`config.mk`:
```
export PLATFORM = sky130hd
export DESIGN_NAME = stream_fifo_flat
export DESIGN_NICKNAME = d
export VERILOG_FILES = /design/src/rtl/stream_fifo_if.sv /design/src/rtl/stream_fifo.sv /design/src/flat_wrapper.sv
export SDC_FILE = /design/constraint.sdc
export NUM_CORES = 1
export LEC_CHECK = 0
export ABC_AREA = 1
export BUFFER_PORTS_ARGS = -buffer_cell sky130_fd_sc_hd__buf_2
export CORE_MARGIN = 1.5
export CORE_UTILIZATION = 40
export DETAILED_ROUTE_END_ITERATION = 8
export PLACE_DENSITY = 0.58
export SLEW_MARGIN = 20
export SYNTH_ARGS = -nofsm -noshare
export SYNTH_HDL_FRONTEND = slang
export SYNTH_SLANG_ARGS = --single-unit
```
`constraint.sdc`:
```
create_clock -name clk -period 7.05 [get_ports clk]
set_input_delay 0 -clock clk [delete_from_list [all_inputs] [get_ports clk]]
set_output_delay 0 -clock clk [all_outputs]
set_load 0.01 [all_outputs]
```
`src/rtl/stream_fifo_if.sv`:
```
// Handshake, data and status bundle for stream_fifo.
// The slave modport is the FIFO side; the master modport is its user.
interface stream_fifo_if #(
    parameter int unsigned WIDTH = 64,
    parameter int unsigned DEPTH = 8
);
    localparam int unsigned CW = $clog2(DEPTH) + 1;

    logic             in_valid;
    logic             in_ready;
    logic [WIDTH-1:0] in_data;
    logic             out_valid;
    logic             out_ready;
    logic [WIDTH-1:0] out_data;
    logic [CW-1:0]    count;
    logic             full;
    logic             empty;
    logic             almost_full;
    logic             almost_empty;

    modport slave (
        input  in_valid, in_data, out_ready,
        output in_ready, out_valid, out_data, count,
               full, empty, almost_full, almost_empty
    );

    modport master (
        output in_valid, in_data, out_ready,
        input  in_ready, out_valid, out_data, count,
               full, empty, almost_full, almost_empty
    );
endinterface

```
`src/rtl/stream_fifo.sv`:
```
// First-word fall-through stream FIFO with registered flags and head data.
// Define STREAM_FIFO_WATERMARK_EN to add the max_count high-water output.
module stream_fifo #(
    parameter int unsigned WIDTH    = 64,
    parameter int unsigned DEPTH    = 8,
    parameter int unsigned AF_LEVEL = DEPTH - 2,
    parameter int unsigned AE_LEVEL = 1
) (
    input  logic                     clk,
    input  logic                     rst_n,
    input  logic                     flush,
    stream_fifo_if.slave             bus
`ifdef STREAM_FIFO_WATERMARK_EN
    ,
    output logic [$clog2(DEPTH):0]   max_count
`endif
);
    localparam int unsigned PW = $clog2(DEPTH);
    localparam int unsigned CW = PW + 1;

    logic [WIDTH-1:0] mem_q [DEPTH];

    logic [PW-1:0]    wptr_q, wptr_d;
    logic [PW-1:0]    rptr_q, rptr_d;
    logic [CW-1:0]    count_q, count_d;
    logic [CW-1:0]    remain_c;
    logic [WIDTH-1:0] head_q, head_d;
    logic             full_q, empty_q, af_q, ae_q;
    logic             in_ready_q, out_valid_q;
    logic             push_c, pop_c;

    // Handshakes depend only on registered state, so out_ready never reaches in_ready.
    assign push_c = bus.in_valid && in_ready_q && !flush;
    assign pop_c  = out_valid_q && bus.out_ready && !flush;

    // Next pointers, occupancy and the head entry as it will look after this edge.
    always_comb begin
        wptr_d   = wptr_q;
        rptr_d   = rptr_q;
        count_d  = count_q;
        remain_c = count_q - CW'(pop_c);
        head_d   = '0;
        if (flush) begin
            wptr_d  = '0;
            rptr_d  = '0;
            count_d = '0;
        end else begin
            if (push_c) wptr_d = wptr_q + PW'(1);
            if (pop_c)  rptr_d = rptr_q + PW'(1);
            count_d = count_q + CW'(push_c) - CW'(pop_c);
            if (count_d != '0) begin
                // With nothing left after the pop, the new head is the word being written.
                head_d = (remain_c == '0) ? bus.in_data : mem_q[rptr_d];
            end
        end
    end

    // Storage is never reset.
    always_ff @(posedge clk) begin
        if (push_c) mem_q[wptr_q] <= bus.in_data;
    end

    always_ff @(posedge clk) begin
        if (!rst_n) begin
            wptr_q      <= '0;
            rptr_q      <= '0;
            count_q     <= '0;
            head_q      <= '0;
            full_q      <= 1'b0;
            empty_q     <= 1'b1;
            af_q        <= 1'b0;
            ae_q        <= 1'b1;
            in_ready_q  <= 1'b1;
            out_valid_q <= 1'b0;
        end else begin
            wptr_q      <= wptr_d;
            rptr_q      <= rptr_d;
            count_q     <= count_d;
            head_q      <= head_d;
            full_q      <= (count_d == CW'(DEPTH));
            empty_q     <= (count_d == '0);
            af_q        <= (count_d >= CW'(AF_LEVEL));
            ae_q        <= (count_d <= CW'(AE_LEVEL));
            in_ready_q  <= (count_d != CW'(DEPTH));
            out_valid_q <= (count_d != '0);
        end
    end

    assign bus.in_ready     = in_ready_q;
    assign bus.out_valid    = out_valid_q;
    assign bus.out_data     = head_q;
    assign bus.count        = count_q;
    assign bus.full         = full_q;
    assign bus.empty        = empty_q;
    assign bus.almost_full  = af_q;
    assign bus.almost_empty = ae_q;

`ifdef STREAM_FIFO_WATERMARK_EN
    logic [CW-1:0] max_q;

    // Tracks the registered count, so it follows a rise by one cycle; flush leaves it alone.
    always_ff @(posedge clk) begin
        if (!rst_n) begin
            max_q <= '0;
        end else if (count_q > max_q) begin
            max_q <= count_q;
        end
    end

    assign max_count = max_q;
`endif

endmodule

```
`src/flat_wrapper.sv`:
```
// flat-port wrapper written by rule: the top's interface ports become plain ports
module stream_fifo_flat 
#(
    parameter int unsigned WIDTH    = 64,
    parameter int unsigned DEPTH    = 8,
    parameter int unsigned AF_LEVEL = DEPTH - 2,
    parameter int unsigned AE_LEVEL = 1
)
  (clk, rst_n, flush, bus_in_valid, bus_in_data, bus_out_ready, bus_in_ready, bus_out_valid, bus_out_data, bus_count, bus_full, bus_empty, bus_almost_full, bus_almost_empty);
  stream_fifo_if #(.WIDTH(WIDTH), .DEPTH(DEPTH)) bus_i ();
  input  logic clk;
  input  logic rst_n;
  input  logic flush;
  input wire logic [$bits(bus_i.in_valid)-1:0] bus_in_valid;
  input wire logic [$bits(bus_i.in_data)-1:0] bus_in_data;
  input wire logic [$bits(bus_i.out_ready)-1:0] bus_out_ready;
  output wire logic [$bits(bus_i.in_ready)-1:0] bus_in_ready;
  output wire logic [$bits(bus_i.out_valid)-1:0] bus_out_valid;
  output wire logic [$bits(bus_i.out_data)-1:0] bus_out_data;
  output wire logic [$bits(bus_i.count)-1:0] bus_count;
  output wire logic [$bits(bus_i.full)-1:0] bus_full;
  output wire logic [$bits(bus_i.empty)-1:0] bus_empty;
  output wire logic [$bits(bus_i.almost_full)-1:0] bus_almost_full;
  output wire logic [$bits(bus_i.almost_empty)-1:0] bus_almost_empty;
  assign bus_i.in_valid = bus_in_valid;
  assign bus_i.in_data = bus_in_data;
  assign bus_i.out_ready = bus_out_ready;
  assign bus_in_ready = bus_i.in_ready;
  assign bus_out_valid = bus_i.out_valid;
  assign bus_out_data = bus_i.out_data;
  assign bus_count = bus_i.count;
  assign bus_full = bus_i.full;
  assign bus_empty = bus_i.empty;
  assign bus_almost_full = bus_i.almost_full;
  assign bus_almost_empty = bus_i.almost_empty;
  stream_fifo #(.WIDTH(WIDTH), .DEPTH(DEPTH), .AF_LEVEL(AF_LEVEL), .AE_LEVEL(AE_LEVEL)) u_core (.clk(clk), .rst_n(rst_n), .flush(flush), .bus(bus_i));
endmodule
```
-- After elaboration in Yosys (flattened, before gate mapping)
Memory sizes are Yosys's and may differ from the RTL's.
Index checks and enable logic that the tools add are counted.
- bits in registers: 80
- RAM bits: 512
- input bits: 69
- output and inout port bits: 74
- logic and storage cells: 39
- memories: 1
- memory list (memory ; words ; bits a word ; rd ports ; clocked after memory_dff ; wr ports ; RTL line ; text):
    u_core.mem_q ; 8 ; 64 ; 1 ; 0 ; 1 ; stream_fifo.sv:21 ; logic [WIDTH-1:0] mem_q [DEPTH];
- $add $sub $neg: 5
- magnitude comparators: 2
- eq/ne operators: 2
- mux-type cells: 6
- bitwise operators: 2
- reduce and logical (&&, ||, !) cells: 11
- operators by type and width (cell ; number):
    64-bit 2-to-1 mux ; 1
    4-bit logical NOT ; 2
    4-bit nonzero test ; 2
    4-bit by 1-bit subtractor with 4-bit output ; 2
    3-bit by 1-bit adder with 3-bit output (second input constant) ; 2
    3-bit 2-to-1 mux ; 2
    4-bit by 1-bit adder with 4-bit output ; 1
    4-bit == test (second input constant) ; 1
    4-bit by 3-bit greater-or-equal comparator with 1-bit output (second input constant) ; 1
    4-bit by 1-bit less-or-equal comparator with 1-bit output (second input constant) ; 1
    1-bit logical AND ; 4
    4-bit 2-to-1 mux ; 1
    4-bit != test (second input constant) ; 1
    3-bit OR reduction ; 1
    1-bit 2-to-1 mux ; 2
    1-bit inverter ; 2
    2-bit OR reduction ; 1
    1-bit logical NOT ; 1

-- Logic depth before layout (Yosys ltp)
- depth in word-level cells: 7
- depth in mapped cells: 16
- gate-level depth less buffers: 14

-- Least setup slack after synthesis
No wires, ideal clock.
- path type: reg2reg
- start point: register u_core.in_ready_q (netlist: u_core.bus.in_ready)
- end point: memory u_core.mem_q[1][0], enable pin
- library setup time: 0.486 ns
- data arrival time: 3.597 ns
- data required time: 6.564 ns
- slack: 2.967 ns
- stages on the path, launching flop included: 7
- path buffers: 0
- period minus slack after synthesis: 4.083 ns
- cells stage by stage: dfxtp_1 nand2_1 nor2_1 inv_1 nor2_1 inv_1 nor2_1
- cells in the longest elaborated chain, start to end: 4
- ends and longest elaborated chain (element ; RTL line ; text):
    start, declared ; stream_fifo.sv:29 ; logic in_ready_q, out_valid_q;
    start signal, assigned ; stream_fifo.sv:84 ; in_ready_q <= (count_d != CW'(DEPTH));
    1-bit logical AND (2 in series) ; stream_fifo.sv:33 ; assign push_c = bus.in_valid && in_ready_q && !flush;
    via u_core.push_c ; stream_fifo.sv:30 ; logic push_c, pop_c;
    1-bit 2-to-1 mux ; stream_fifo.sv:60 ; if (push_c) mem_q[wptr_q] <= bus.in_data;
    1-bit 2-to-1 mux (implied by the code) ; stream_fifo.sv:60 ;
    end, declared ; stream_fifo.sv:21 ;
The timed path passes the listed nets, and every way through them passes these cells.

-- Worst setup path after layout
- start point: register u_core.out_valid_q (netlist: u_core.bus.out_valid)
- end point: register u_core.head_q[45] (netlist: u_core.bus.out_data[45])
- cells in the longest elaborated chain, start to end: 6
- elaborated cells on any way between the ends: 12
- classes of those cells: 2 x add/sub; 3 x mux; 1 x bitwise; 5 x reduce/logical; 1 x memory
- ends and longest elaborated chain (element ; RTL line ; text):
    start, declared ; stream_fifo.sv:29 ;
    start signal, assigned ; stream_fifo.sv:85 ; out_valid_q <= (count_d != '0);
    1-bit logical AND (*) (2 in series) ; stream_fifo.sv:34 ; assign pop_c = out_valid_q && bus.out_ready && !flush;
    4-bit by 1-bit subtractor with 4-bit output / 3-bit 2-to-1 mux (equally long branches) ; stream_fifo.sv:50, stream_fifo.sv:49 ;
    4-bit nonzero test / 3-bit 2-to-1 mux (equally long branches) ; stream_fifo.sv:51, stream_fifo.sv:43 ;
    1-bit inverter (no source line) / memory 8 x 64 bit (equally long branches) ; -- ;
    3-bit OR reduction (no source line) / 64-bit 2-to-1 mux (equally long branches) ; -- ;
    end signal, assigned ; stream_fifo.sv:68 ; head_q <= '0;
    end signal, assigned ; stream_fifo.sv:79 ; head_q <= head_d;
    end, declared ; stream_fifo.sv:27 ; logic [WIDTH-1:0] head_q, head_d;
Every way passes the cells marked *; elsewhere a longest branch is shown, timed or not. The select of a mux whose other input is x is not followed.
A chain may end at the register's enable or synchronous reset.

==> results <==
- The met1 routed wirelength after detailed routing is roughly 29 mm.
- The worst-case IR drop observed on VDD is between 0.0002 and 0.00025 V.
- The launch instance of the worst min-delay path is bus_out_ready.
- The number of global-route vias before repair came to ~17000.
- The core occupancy in the finished layout is 0.4705.
- TritonCTS built the clock tree.
- The maximum clock insertion buffer count is 3.
- The number of max-slew violations in the final report came to 0.
- Across all setup checks in the final design, the least slack found is approximately 3.6 ns.
- Between clock sinks in the finished design, the worst skew comes to 0.01586 ns.
- The routed design has 66.26 mm of wire.
- The number of cells on the worst reg-to-reg path is 14.
- Ranked by total cell area, the synthesized netlist is headed by edfxtp_1 63%, nand3_1 13%, nand2_1 7.4%.
- The flow ran to the end, and the final reports show no timing, DRC or antenna violations.
- Of all flip-flops after synthesis, the portion carrying an async set or reset was 0.
- The worst slack after detailed placement is ~3.6 ns.
- The most numerous cell type found on the critical path is nand2_1.
- The cell type with the largest total area after synthesis is edfxtp_1.
- The type of the worst min-delay path is input port to register.
- The number of input and output port buffers inserted is about 140.
- The count of vias placed by the detailed router is approximately 17000.
- The worst hold path stage count is 7.
- At the worst endpoint, the required time is ~7.6 ns.
- The average instance in the mapped netlist occupies roughly 11 um2.
- The number of antenna violations at the first check in global routing is 6.
- For this run, the leading register cell type out of synthesis is edfxtp_1.
- The CTS clock-pin slew for the worst setup and hold paths is ~0.060 ns.
- Counting every sink on the clock net gives 592.
- The netlist area before placement is roughly 24000 um2.
- The HPWL reported at the end of detailed placement is between 30 and 40 mm.
- The total leakage power is between 10 and 15 nW.
- The type of origin of the critical path is a register.
- The critical path is of the register to register type.
- Among cell families on the critical path, the largest total delay comes from buffers and inverters.
- The end of the worst register-to-register path is u_core.bus.out_data[45]$_SDFF_PP0_.
- The post-cts gate resize count is 0.
- The width of the die is ~250 um.
- The part of the Yosys area used for sequential elements is 0.6995.
- The share of synthesized area in the top cell type comes to 0.6335.
- The distinct cell type count of the synthesized netlist is 25.
- The endpoint class of the critical path is a register.
- The final critical path time including I/O delays and setup is around 3.4 ns.
- The largest net degree at the start of global routing is just under 200.
- The sum of met3 wire segment lengths after detailed routing is 4.825 mm.
- Across the run, the number of max-cap violations was 0.
- Traced cell by cell, the critical path runs through nand3_2 > nand2_1 > nand2_1 > ha_1 > fa_1 > xnor2_1 > nor3_1 > a21oi_4 > buf_4 > buf_4 > nand2_1 > inv_1 > nand2_1 > inv_1.
- In this run the tightest slew margin relative to its limit is 0.3211.
- The net count of the finished layout is 2423.
- The wire length of the first global-routing pass is roughly 100 mm.
- The region available for standard cell placement spans 60130 um2.
- In the global route stage, overall resource usage came out at 0.2106.
- The number of nets handed over by synthesis was ~2300.
- The startpoint identified for the worst register-to-register timing path is u_core.bus.out_valid$_SDFF_PN0_.
- Synthesis handed over a netlist of ~2200 instances.
- The number of H-tree levels is 2.
- Setup violations remaining at the end of the flow were counted as 0.
- The final RePlAce weighted congestion is a little under 0.8.
- The routed via count divided by cell count is ~5.3.
- The initial core utilization is 0.4036.
- Setup repair after global routing left no endpoint under its margin.
- The worst stage delay on the critical path is approximately 0.56 ns.
- After floorplanning, the core was divided into 90 placement rows.
- During synthesis, Yosys emitted a total of 0 warnings.
- The tree is rooted in a clkbuf_16.
- The commonest cells after synthesis are 645 x nand3_1, 512 x edfxtp_1, 480 x nand2_1, 215 x inv_1, 107 x buf_2.
- The final number of hold-violating endpoints is 0.
- The routed length per placed instance is approximately 21 um.
- After detailed routing, the number of remaining DRC violations is 0.
- The combined buffer and inverter count along the critical path is 4.
- The post-route fraction of the period consumed by the critical path is 0.4893.
- The synthesis-to-layout area growth is 16.58%.
- The share of cells above drive strength 1 is 0.1188.
- The highest metal layer carrying signal wires in the routed design is met5.
- The initial detailed-routing violation count is approximately 1500.
- Pin placement for this block handled between 100 and 150 I/O pins.
- The total grt overflow is 0.
- The worst-path maximum fanout is 34.
- The chip height is 249.3 um.
- The power density over the cells is roughly 270 nW/um2.
- The clock latency at the later pin of the worst-skew pair is 0.62 ns.
- The die covers 62160 um2.
- The number of stages on the worst setup path is 14.
- The cell with the most instances after synthesis is nand3_1.
- The maximum clock frequency is 289.9 MHz.
- The total clock buffers created by CTS is 61.
- The worst hold path endpoint is u_core.bus.count[1]$_SDFF_PN0_.
- The transition time at the pin with the least slew margin is around 1.0 ns.
- The detailed-router iteration count before antenna repair is 5.
- Counting flops with a built-in enable in the synthesized netlist gives slightly above 500.
- The number of nets with antenna violations after detailed routing is 0.
- The wire length on met2 is approximately 31 mm.
- The standard cell with the maximum stage delay on the critical path is buf_4.
- The number of storage elements in the synthesis netlist is around 600.
- The setup TNS is 0 ns.
- At the worst endpoint, the arrival time is approximately 4.0 ns.
- The setup check on the worst reg-to-reg path leaves a slack of between 3 and 4 ns.
-- report_power, final --
| group | total, W | switching [W] | internal [W] |
|---|---|---|---|
| Combinational | 0.000614 | 0.000420 | 0.000193 |
| Clock | 0.00319 | 0.00134 | 0.00185 |
| Sequential | 0.00390 | 0.0000242 | 0.00387 |
| Total | 0.00770 | 0.00178 | 0.00592 |
-- metal layers --
layer / vias up / track usage
li1: 7921 / -
met1: 8295 / 0.2880
met2: 638 / 0.3459
met3: 106 / 0.03824
met4: 8 / 0.05592
met5: - / 0
-- per-stage QoR --
step,instances,power (W),instance area [um2],hold WS [ns]
final,3183,0.007700,28290,0.1767
after global routing,3183,0.007959,28290,0.1881
after CTS,3181,0.007760,28290,0.1500
after detailed placement,2997,0.004553,25610,0.2880
after global placement,2997,0.004543,25610,0.2839
after floorplan,2197,0.004315,24270,0.09887
-- tightest hold or removal path: stages --
cell and delay, ns:
buf_2 0.15, nand2_1 0.08, nor2_2 0.06, nand2_2 0.09, fa_1 0.20, inv_1 0.06, nor2_1 0.12
-- placed cells by master (no fill, tap or decap), drive strengths merged --
master,Yosys,layout
a211oi,2,2
a21oi,2,2
buf,134,171
bufinv,0,3
clkbuf,19,92
clkinv,0,19
clkinvlp,0,1
dfxtp,80,80
diode,0,2
dlygate4sd3,0,68
edfxtp,512,512
fa,1,1
ha,7,7
inv,216,217
nand2,482,482
nand3,647,647
nand4,66,66
nor2,21,21
nor3,2,2
o21ai,4,4
xnor2,1,1
xor2,1,1
-- cells by family (layout without fill, tap and decap cells) --
kind of cell / count (synthesis) / after routing / share of synthesized area
and+or+nand+nor: 1218 / 1218 / 0.2296
DFF: 592 / 592 / 0.6995
buffers and inverters: 369 / 571 / 0.06383
adders and majority gates: 8 / 8 / 0.004434
AOI/OAI and AO/OA: 8 / 8 / 0.001856
xor gates and xnor gates: 2 / 2 / 0.0007219
other: 0 / 2 / 0
-- timing repair --
action,CTS,global route
buffers inserted,0,0
hold buffers,68,0
endpoints found under the hold margin,585,0
-- flip-flops by register name (all words and copies together), names as in the netlist, 3 cells and up --
register and flops:
u_core.bus.count 4, u_core.wptr_q 3, u_core.rptr_q 3, u_core.bus.out_data 64, u_core.mem_q 512
-- area by class of cell --
class                   instances  area (um2)
diodes                          2       5.005
clock buffers                  92        1784
clock inverters                24       212.7
fillers                      5484       31840
inverters                     216       810.8
multi-input cells            1236        5903
flip-flops and latches        592       16980
well taps                     782       978.4
repair buffers                239        1622
-- worst max-delay path by stage --
stage,from,to,slack (ns)
final,u_core.bus.out_valid$_SDFF_PN0_,u_core.bus.out_data[45]$_SDFF_PP0_,3.60
after global routing,u_core.bus.out_valid$_SDFF_PN0_,u_core.bus.out_data[5]$_SDFF_PP0_,3.38
after detailed placement,u_core.bus.out_valid$_SDFF_PN0_,u_core.bus.out_data[51]$_SDFF_PP0_,3.64
after CTS,u_core.bus.out_valid$_SDFF_PN0_,u_core.bus.out_data[51]$_SDFF_PP0_,3.63
after global placement,u_core.bus.out_valid$_SDFF_PN0_,u_core.bus.out_data[51]$_SDFF_PP0_,3.68
after floorplan,u_core.bus.in_ready$_SDFF_PN1_,u_core.mem_q[1][0]$_DFFE_PP_,2.97
(Power assumes the default switching activity.)
